===== src/rtl/alu_seq.sv =====
// alu_seq: sequential ALU with a single-cycle XOR/NAND/ADD path and a
// shift-add multiplier that takes WIDTH cycles (one bit of B per cycle).
// Handshake: in_valid/in_ready on input, out_valid/out_ready on output.
// Optional macro ALU_SEQ_FLAGS_EN adds a registered flag_zero output.
module alu_seq #(
  parameter int WIDTH = 4
) (
  input  logic               clk,
  input  logic               rst,
  input  logic               in_valid,
  output logic               in_ready,
  input  logic [WIDTH-1:0]   a,
  input  logic [WIDTH-1:0]   b,
  input  logic [1:0]         op,
  output logic               out_valid,
  input  logic               out_ready,
  output logic [2*WIDTH-1:0] result
`ifdef ALU_SEQ_FLAGS_EN
  ,
  output logic               flag_zero
`endif
);

  localparam int RW = 2 * WIDTH;
  localparam int CW = (WIDTH > 2) ? $clog2(WIDTH) : 1;
  localparam logic [CW-1:0] CNT_LAST = CW'(WIDTH - 1);

  localparam logic [1:0] OP_XOR  = 2'b00;
  localparam logic [1:0] OP_NAND = 2'b01;
  localparam logic [1:0] OP_ADD  = 2'b10;
  localparam logic [1:0] OP_MUL  = 2'b11;

  typedef enum logic [1:0] {IDLE, MUL, DONE} state_t;

  state_t         state_q, state_d;
  logic [RW-1:0]  result_q, result_d;
  logic [RW-1:0]  acc_q, acc_d;
  logic [RW-1:0]  mcand_q, mcand_d;   // A, shifted left once per multiply step
  logic [WIDTH-1:0] mplier_q, mplier_d; // B, shifted right; bit 0 is the current bit
  logic [CW-1:0]  cnt_q, cnt_d;
  logic [RW-1:0]  alu_res;
  logic [RW-1:0]  partial;

  // Single-cycle operations, zero-extended to the full result width
  always_comb begin
    alu_res = '0;
    case (op)
      OP_ADD:  alu_res = {{(WIDTH-1){1'b0}}, {1'b0, a} + {1'b0, b}};
      OP_NAND: alu_res = {{WIDTH{1'b0}}, ~(a & b)};
      OP_XOR:  alu_res = {{WIDTH{1'b0}}, a ^ b};
      default: alu_res = '0;
    endcase
  end

  // Accumulator value after adding in the current multiplier bit
  assign partial = mplier_q[0] ? (acc_q + mcand_q) : acc_q;

  // Next-state and datapath control; result only changes when a
  // transaction completes, so it shows the last result during MUL
  always_comb begin
    state_d  = state_q;
    result_d = result_q;
    acc_d    = acc_q;
    mcand_d  = mcand_q;
    mplier_d = mplier_q;
    cnt_d    = cnt_q;
    case (state_q)
      IDLE: begin
        if (in_valid) begin
          if (op == OP_MUL) begin
            state_d  = MUL;
            acc_d    = '0;
            mcand_d  = {{WIDTH{1'b0}}, a};
            mplier_d = b;
            cnt_d    = '0;
          end else begin
            state_d  = DONE;
            result_d = alu_res;
          end
        end
      end
      MUL: begin
        acc_d    = partial;
        mcand_d  = mcand_q << 1;
        mplier_d = mplier_q >> 1;
        cnt_d    = cnt_q + CW'(1);
        if (cnt_q == CNT_LAST) begin
          state_d  = DONE;
          result_d = partial;
        end
      end
      DONE: begin
        if (out_ready) state_d = IDLE;
      end
      default: state_d = IDLE;
    endcase
  end

  // State and datapath registers
  always_ff @(posedge clk) begin
    if (rst) begin
      state_q  <= IDLE;
      result_q <= '0;
      acc_q    <= '0;
      mcand_q  <= '0;
      mplier_q <= '0;
      cnt_q    <= '0;
    end else begin
      state_q  <= state_d;
      result_q <= result_d;
      acc_q    <= acc_d;
      mcand_q  <= mcand_d;
      mplier_q <= mplier_d;
      cnt_q    <= cnt_d;
    end
  end

  assign in_ready  = (state_q == IDLE);
  assign out_valid = (state_q == DONE);
  assign result    = result_q;

`ifdef ALU_SEQ_FLAGS_EN
  logic flag_q;

  // Zero flag tracks the result register; it only changes with result
  always_ff @(posedge clk) begin
    if (rst) flag_q <= 1'b1;
    else     flag_q <= (result_d == '0);
  end

  assign flag_zero = flag_q;
`endif

endmodule

===== config.mk =====
export PLATFORM = sky130hd
export DESIGN_NAME = alu_seq
export DESIGN_NICKNAME = d
export VERILOG_FILES = /design/src/rtl/alu_seq.sv
export SDC_FILE = /design/constraint.sdc
export NUM_CORES = 1
export LEC_CHECK = 0
export ABC_CLOCK_PERIOD_IN_PS = 2900
export CAP_MARGIN = 5
export CORE_ASPECT_RATIO = 1.25
export CORE_MARGIN = 5
export CORE_UTILIZATION = 40
export DETAILED_ROUTE_END_ITERATION = 12
export GPL_TIMING_DRIVEN = 0
export HOLD_SLACK_MARGIN = 0.03
export PLACE_DENSITY_LB_ADDON = 0.15
export SLEW_MARGIN = 20
export SYNTH_ARGS = -nofsm -noshare
export SYNTH_HDL_FRONTEND = slang
export SYNTH_SLANG_ARGS = --single-unit

===== constraint.sdc =====
create_clock -name clk -period 2.9 [get_ports clk]
set_clock_uncertainty 0.2 [all_clocks]
set_input_delay 0.435 -clock clk [delete_from_list [all_inputs] [get_ports clk]]
set_output_delay 0.435 -clock clk [all_outputs]
set_load 0.02 [all_outputs]

* Yosys cells after proc, flatten, opt, wreduce, memory -nomap -nowiden
Cells that the tools add are included.
Cells by class: add/sub/neg operators 3, $mul 0, divide/modulo/power cells 0, order comparisons 0, equality and inequality tests 11, shift operators 0, mux-type cells 23, bitwise logic cells 3, reduce and logical (&&, ||, !) cells 6
Operators by type and width (number):
- 8-bit two-way mux | 8
- 8-bit case mux with 2 select lines | 3
- 5-bit case mux with 3 select lines | 1
- 2-bit two-way mux | 6
- 8-bit adder | 1
- 2-bit equality test, second input constant | 4
- 4-bit two-way mux | 2
- 4-bit case mux with 2 select lines | 1
- 2-bit inequality test, second input constant | 3
- 2-bit case mux with 3 select lines | 1
- 3-bit AND reduction | 2
- 4-bit by 4-bit adder with 5-bit output | 1
- 4-bit bitwise AND | 1
- 2-bit by 1-bit equality test with 1-bit output, second input constant | 2
- 2-bit logical NOT | 2
- 2-bit by 1-bit inequality test with 1-bit output, second input constant | 2
- 4-bit inverter | 1
- 2-bit case mux with 2 select lines | 1
- 4-bit AND reduction | 1
- 4-bit XOR | 1
- 2-bit by 1-bit adder with 2-bit output, second input constant | 1
- 2-bit nonzero test | 1
Word-level totals: flip-flop bits (word level) 32, latch bits 0, bits in writable memories 0, memory bits (read-only) 0, input bits 14, output and inout bits 10, logic and storage cells 52, memories 0

* Depth between registers and ports, before layout
depth in word-level cells 6, gate-level depth with buffers 7, depth with buffers taken out 7

* Worst setup path before layout
No wires, ideal clock.
kind register to register, start register acc_q[0], end register result_q[6] (netlist: result[6]), library setup time 127 ps, data arrival time 1795 ps, data required time 2573 ps, setup slack 778 ps, cell stages (with the launch flop) 8, path buffers 0, clock period less this slack 2122 ps, cells stage by stage dfxtp_1 ha_1 fa_1 a21oi_1 o21ai_1 or4b_1 nand3_1 o41ai_1
Between the ends: longest elaborated chain between the ends 4
Ends and longest elaborated chain:
- start: declaration | RTL line 37 | logic [RW-1:0] acc_q, acc_d;
- start signal: assignment | RTL line 104 | acc_q <= '0;
- start signal: assignment | RTL line 111 | acc_q <= acc_d;
- 8-bit adder | RTL line 56 | assign partial = mplier_q[0] ? (acc_q + mcand_q) : acc_q;
- 8-bit two-way mux | RTL line 56
- 8-bit two-way mux | RTL line 87 | if (cnt_q == CNT_LAST) begin
- 8-bit case mux with 2 select lines | RTL line 67 | case (state_q)
- end signal: assignment | RTL line 110 | result_q <= result_d;
- end: declaration | RTL line 36 | logic [RW-1:0] result_q, result_d;
No other way between the ends. The select of a mux whose other input is x is not followed. A chain may end at the register's enable or synchronous reset.

* Worst setup path after layout
Ends and elaborated chain as after synthesis.

==> summary by stage <==
Global route
The total overflow left after global routing is 0. The number of antenna violations at the first check in global routing was 0. The layer with the highest usage after global routing is met2. For met1 alone, demand over resource in global routing was 22.7%. The overall track demand over capacity in global routing is 17.6%. The met3 track utilization from global routing is 2.42%. The via count of the first global-routing pass was 1689. The global-route wire length before repair is ~8600 um. The global-route track usage on met2 is 29.3%.

The largest net degree at the start of global routing is 11.

Timing
Setup repair after global routing left no endpoint under its margin. The number of hold-slack violations in the final timing report was 0. In this run the tightest slew margin relative to its limit is 55.4%.

The transition at the pin with the smallest max-transition slack is 0.670 ns. Dividing the final minimum period by the clock period gives 79.8%. The maximum clock frequency is 432 MHz. The final number of max-transition violations is 0.

The time the worst path needs with I/O delays and setup is 2.31 ns. The total of endpoints with negative setup slack in the final report is 0. Adding up every negative setup slack in the final design gives 0 ns.

Layout
In the final layout, the multi-input gates occupy 1190 um^2. The register cell area after layout is 641 um^2. At the end of the flow, the number of nets in the layout was ~290. The fraction of layout cells with a size suffix above 1 is around 9%. The area growth from synthesis to layout is 19.5%. The filler cell count is 480. The number of inserted diodes is 0.

Setup path
Of all nets on the critical path, the largest fanout is 3. The worst reg-to-reg setup slack is about 0.6 ns. The count of buffer and inverter cells on the critical path is 0.

The worst setup path is launched from a register. On the worst path, the slowest cell contributes a delay of between 0.4 and 0.5 ns. The required arrival time at the worst endpoint is 2.86 ns. The data arrival time of the worst path is between 2 and 2.5 ns. The endpoint of the worst register-to-register path is result[6]. The worst register-to-register path has a depth of 7. The startpoint of the worst register-to-register path is acc_q[0].

The setup path with the least slack is of type reg -> reg. The slowest stage cell on the critical path is sky130_fd_sc_hd__or4b_1. The capturing element type of the critical path is a register.

The critical path goes through ha_1 -> fa_1 -> a21oi_1 -> o21ai_1 -> or4b_1 -> nand3_1 -> o41ai_1. In this design, the largest share of critical-path delay is due to adder cells.

CTS
The number of levels the H-tree was split into is 2. Hold repair after CTS inserted 0 buffers. The largest buffer count on any clock path is 2. Once the clock tree was built, the resizer swapped 0 gates to a different size.

The clock-pin slew reported for the worst setup and hold paths after clock tree synthesis is 0.07 ns. For this design, the sink count on the clock tree is 32. After clock tree synthesis, the setup repair step added 0 buffers.

The clock tree from TritonCTS is built. The CTS root buffer is sky130_fd_sc_hd__clkbuf_8. Clock tree synthesis inserted a total of 5 buffers. At the later pin of the worst-skew pair, clock insertion delay measures 0.29 ns.

Drt
The count of nets left with antenna violations after detail routing is 0. The iteration-0 DRC count of the detailed router is 88. The first detailed-routing pass took 4 iterations. The routed wire length per instance is around 16 um.

The routed layout has 1755 vias. The post-detailed-route via-to-cell ratio is between 5 and 6. After detailed routing, the total wire length is 5050 um. The count of unresolved DRC violations after routing is 0.

Power
The total power of the final layout is approximately 0.0010 W. The leakage component of the power is 0.843 nW. The power density normalized to cell area is 451 nW/um^2.

Across the VDD grid, the largest voltage drop is around 0.00023 V.

Placed design
Detailed placement finished with a half-perimeter wire length of 3800 um. The congestion estimate from routability-driven global placement came to ~0.81. Input and output buffers added on the ports amount to 21.

Yosys
The synthesized netlist cell count is 233. After synthesis, the mean cell area works out to roughly 8.2 um^2. The flip-flop and latch count after synthesis is 32. The synthesized design contains 0 enable-type register cells.

The share of synthesized area in the top cell type comes to 33.3%. Synthesis instantiated between 40 and 50 different standard cells from the library. After synthesis, flip-flops and latches occupy approximately a third of the total area. Ranked by total cell area, the synthesized netlist is headed by sky130_fd_sc_hd__dfxtp_1 33%, sky130_fd_sc_hd__ha_1 7.8%, sky130_fd_sc_hd__nand2_1 5.9%, sky130_fd_sc_hd__a21oi_1 5.2%, sky130_fd_sc_hd__nor2_1 4.5%. The async set or reset register ratio after synthesis is 0%. In this run the cell area of the synthesized design comes to between 1500 and 2000 um^2. Counting every net in the synthesized netlist gives roughly 260. The commonest register cell after synthesis is sky130_fd_sc_hd__dfxtp_1. The synthesized design spends more area on one cell type than any other, namely sky130_fd_sc_hd__dfxtp_1. The count of warnings emitted by yosys is 0.

Floorplan
The die covers approximately 6300 um^2. The starting density of the core is 40.9%. The floorplan step set the die height to 87.5 um.

The count of pins on the block boundary is 24. In this run the core area contains 28 standard-cell rows. The region available for standard cell placement spans 4690 um^2. The horizontal die dimension is 72.0 um.

Min path
The source of the worst hold timing path is result[1]. The worst hold path passes through 2 cells. The path class of the tightest hold or removal check is reg -> reg. The path with the worst hold slack has its endpoint at result[1].

Job
The max-cap check violation count is 0.

Outcome
The run finished with clean final reports.
## power by group
part	switching [W]	internal, W
sequential	0.0000124	0.000457
combinational	0.000114	0.0000853
clock	0.000172	0.000194
## area by class of cell
| cell class | count | area share (%) |
|---|---|---|
| multi-input cells | 181 | 51.6 |
| repair buffers | 21 | 9.15 |
| flip-flops and latches | 32 | 27.9 |
| plain buffers | 17 | 3.65 |
| well taps | 60 | 3.27 |
| clock buffers | 8 | 3.92 |
| inverters | 3 | 0.490 |
## state kept, by name, indices dropped and copies added, names as in the netlist
| register | flops |
|---|---|
| mcand_q | 8 |
| mplier_q | 4 |
| result | 8 |
| state_q | 2 |
| cnt_q | 2 |
| acc_q | 8 |
## tightest hold or removal path, cell delays in order (launching register included)
cell                      delay [ns]
sky130_fd_sc_hd__dfxtp_1        0.31
sky130_fd_sc_hd__nand2_1        0.05
sky130_fd_sc_hd__a21oi_1        0.05
## metrics by stage
stage | setup WS, ns | hold slack, ns | std cells | cell area [um^2] | utilization [%]
2_1_floorplan | 0.778 | 0.232 | 233 | 1920 | -
5_1_grt | 0.453 | 0.275 | 322 | 2300 | 48.9
6_report | 0.586 | 0.249 | 322 | 2300 | 48.9
4_1_cts | 0.572 | 0.254 | 322 | 2300 | 48.9
3_5_place_dp | 0.373 | 0.244 | 314 | 2210 | 47.0
3_3_place_gp | 0.391 | 0.242 | 314 | 2210 | 47.0
## worst max-delay path by stage
stage                     startpoint         to  slack (ns)  depth (start not counted)
after floorplan             acc_q[0]  result[6]        0.78                          7
after global placement          a[0]  result[2]        0.39                          8
after detailed placement        a[0]  result[2]        0.37                          8
after CTS                   acc_q[0]  result[6]        0.57                          7
after global routing        acc_q[0]  result[6]        0.45                          7
final                       acc_q[0]  result[6]        0.59                          7
## cells by family (layout without fill, tap and decap cells)
logic type	count (synthesis)	count (layout)	synth area share [%]
fa+ha+maj	14	14	9.90
mux	4	4	2.21
flops	32	32	33.3
compound gates	66	66	23.1
xor+xnor	5	5	2.28
simple gates	92	92	24.2
buf+inv	20	49	4.95
## cell usage after synthesis (3+ instances only)
| master | instances |
|---|---|
| sky130_fd_sc_hd__clkbuf_1 | 6 |
| sky130_fd_sc_hd__ha_1 | 12 |
| sky130_fd_sc_hd__nor3_1 | 3 |
| sky130_fd_sc_hd__a22oi_1 | 6 |
| sky130_fd_sc_hd__buf_2 | 10 |
| sky130_fd_sc_hd__nand3_1 | 7 |
| sky130_fd_sc_hd__a211oi_1 | 6 |
| sky130_fd_sc_hd__o21ai_0 | 4 |
| sky130_fd_sc_hd__nand3b_1 | 3 |
| sky130_fd_sc_hd__xnor2_1 | 3 |
| sky130_fd_sc_hd__dfxtp_1 | 32 |
| sky130_fd_sc_hd__nor2_1 | 23 |
| sky130_fd_sc_hd__nor2b_1 | 6 |
| sky130_fd_sc_hd__a311oi_1 | 7 |
| sky130_fd_sc_hd__o21ai_1 | 5 |
| sky130_fd_sc_hd__inv_1 | 3 |
| sky130_fd_sc_hd__nand2_1 | 30 |
| sky130_fd_sc_hd__nor3b_1 | 3 |
| sky130_fd_sc_hd__a21oi_1 | 20 |
| sky130_fd_sc_hd__nand2b_1 | 4 |
## routing by layer
layer	wire length [um]	part of all wire (%)
met5	0	0
met4	82	1.6
met3	110	2.2
met2	2510	50
met1	2350	47
## cell usage in the layout, fill, tap and decap left out, drive strengths merged, types with 2 or more instances in the layout
| cell | n |
|---|---|
| a211oi | 6 |
| a21oi | 22 |
| a22oi | 6 |
| a2bb2oi | 2 |
| a311oi | 7 |
| a31oi | 2 |
| buf | 11 |
| clkbuf | 14 |
| clkdlybuf4s50 | 21 |
| dfxtp | 32 |
| fa | 2 |
| ha | 12 |
| inv | 3 |
| mux2 | 2 |
| mux2i | 2 |
| nand2 | 31 |
| nand2b | 4 |
| nand3 | 7 |
| nand3b | 4 |
| nand4 | 2 |
| nor2 | 24 |
| nor2b | 6 |
| nor3 | 3 |
| nor3b | 3 |
| o21ai | 9 |
| o22ai | 2 |
| o31ai | 2 |
| or3 | 2 |
| or4b | 2 |
| xnor2 | 3 |
| xor2 | 2 |
(Power assumes the default switching activity.)
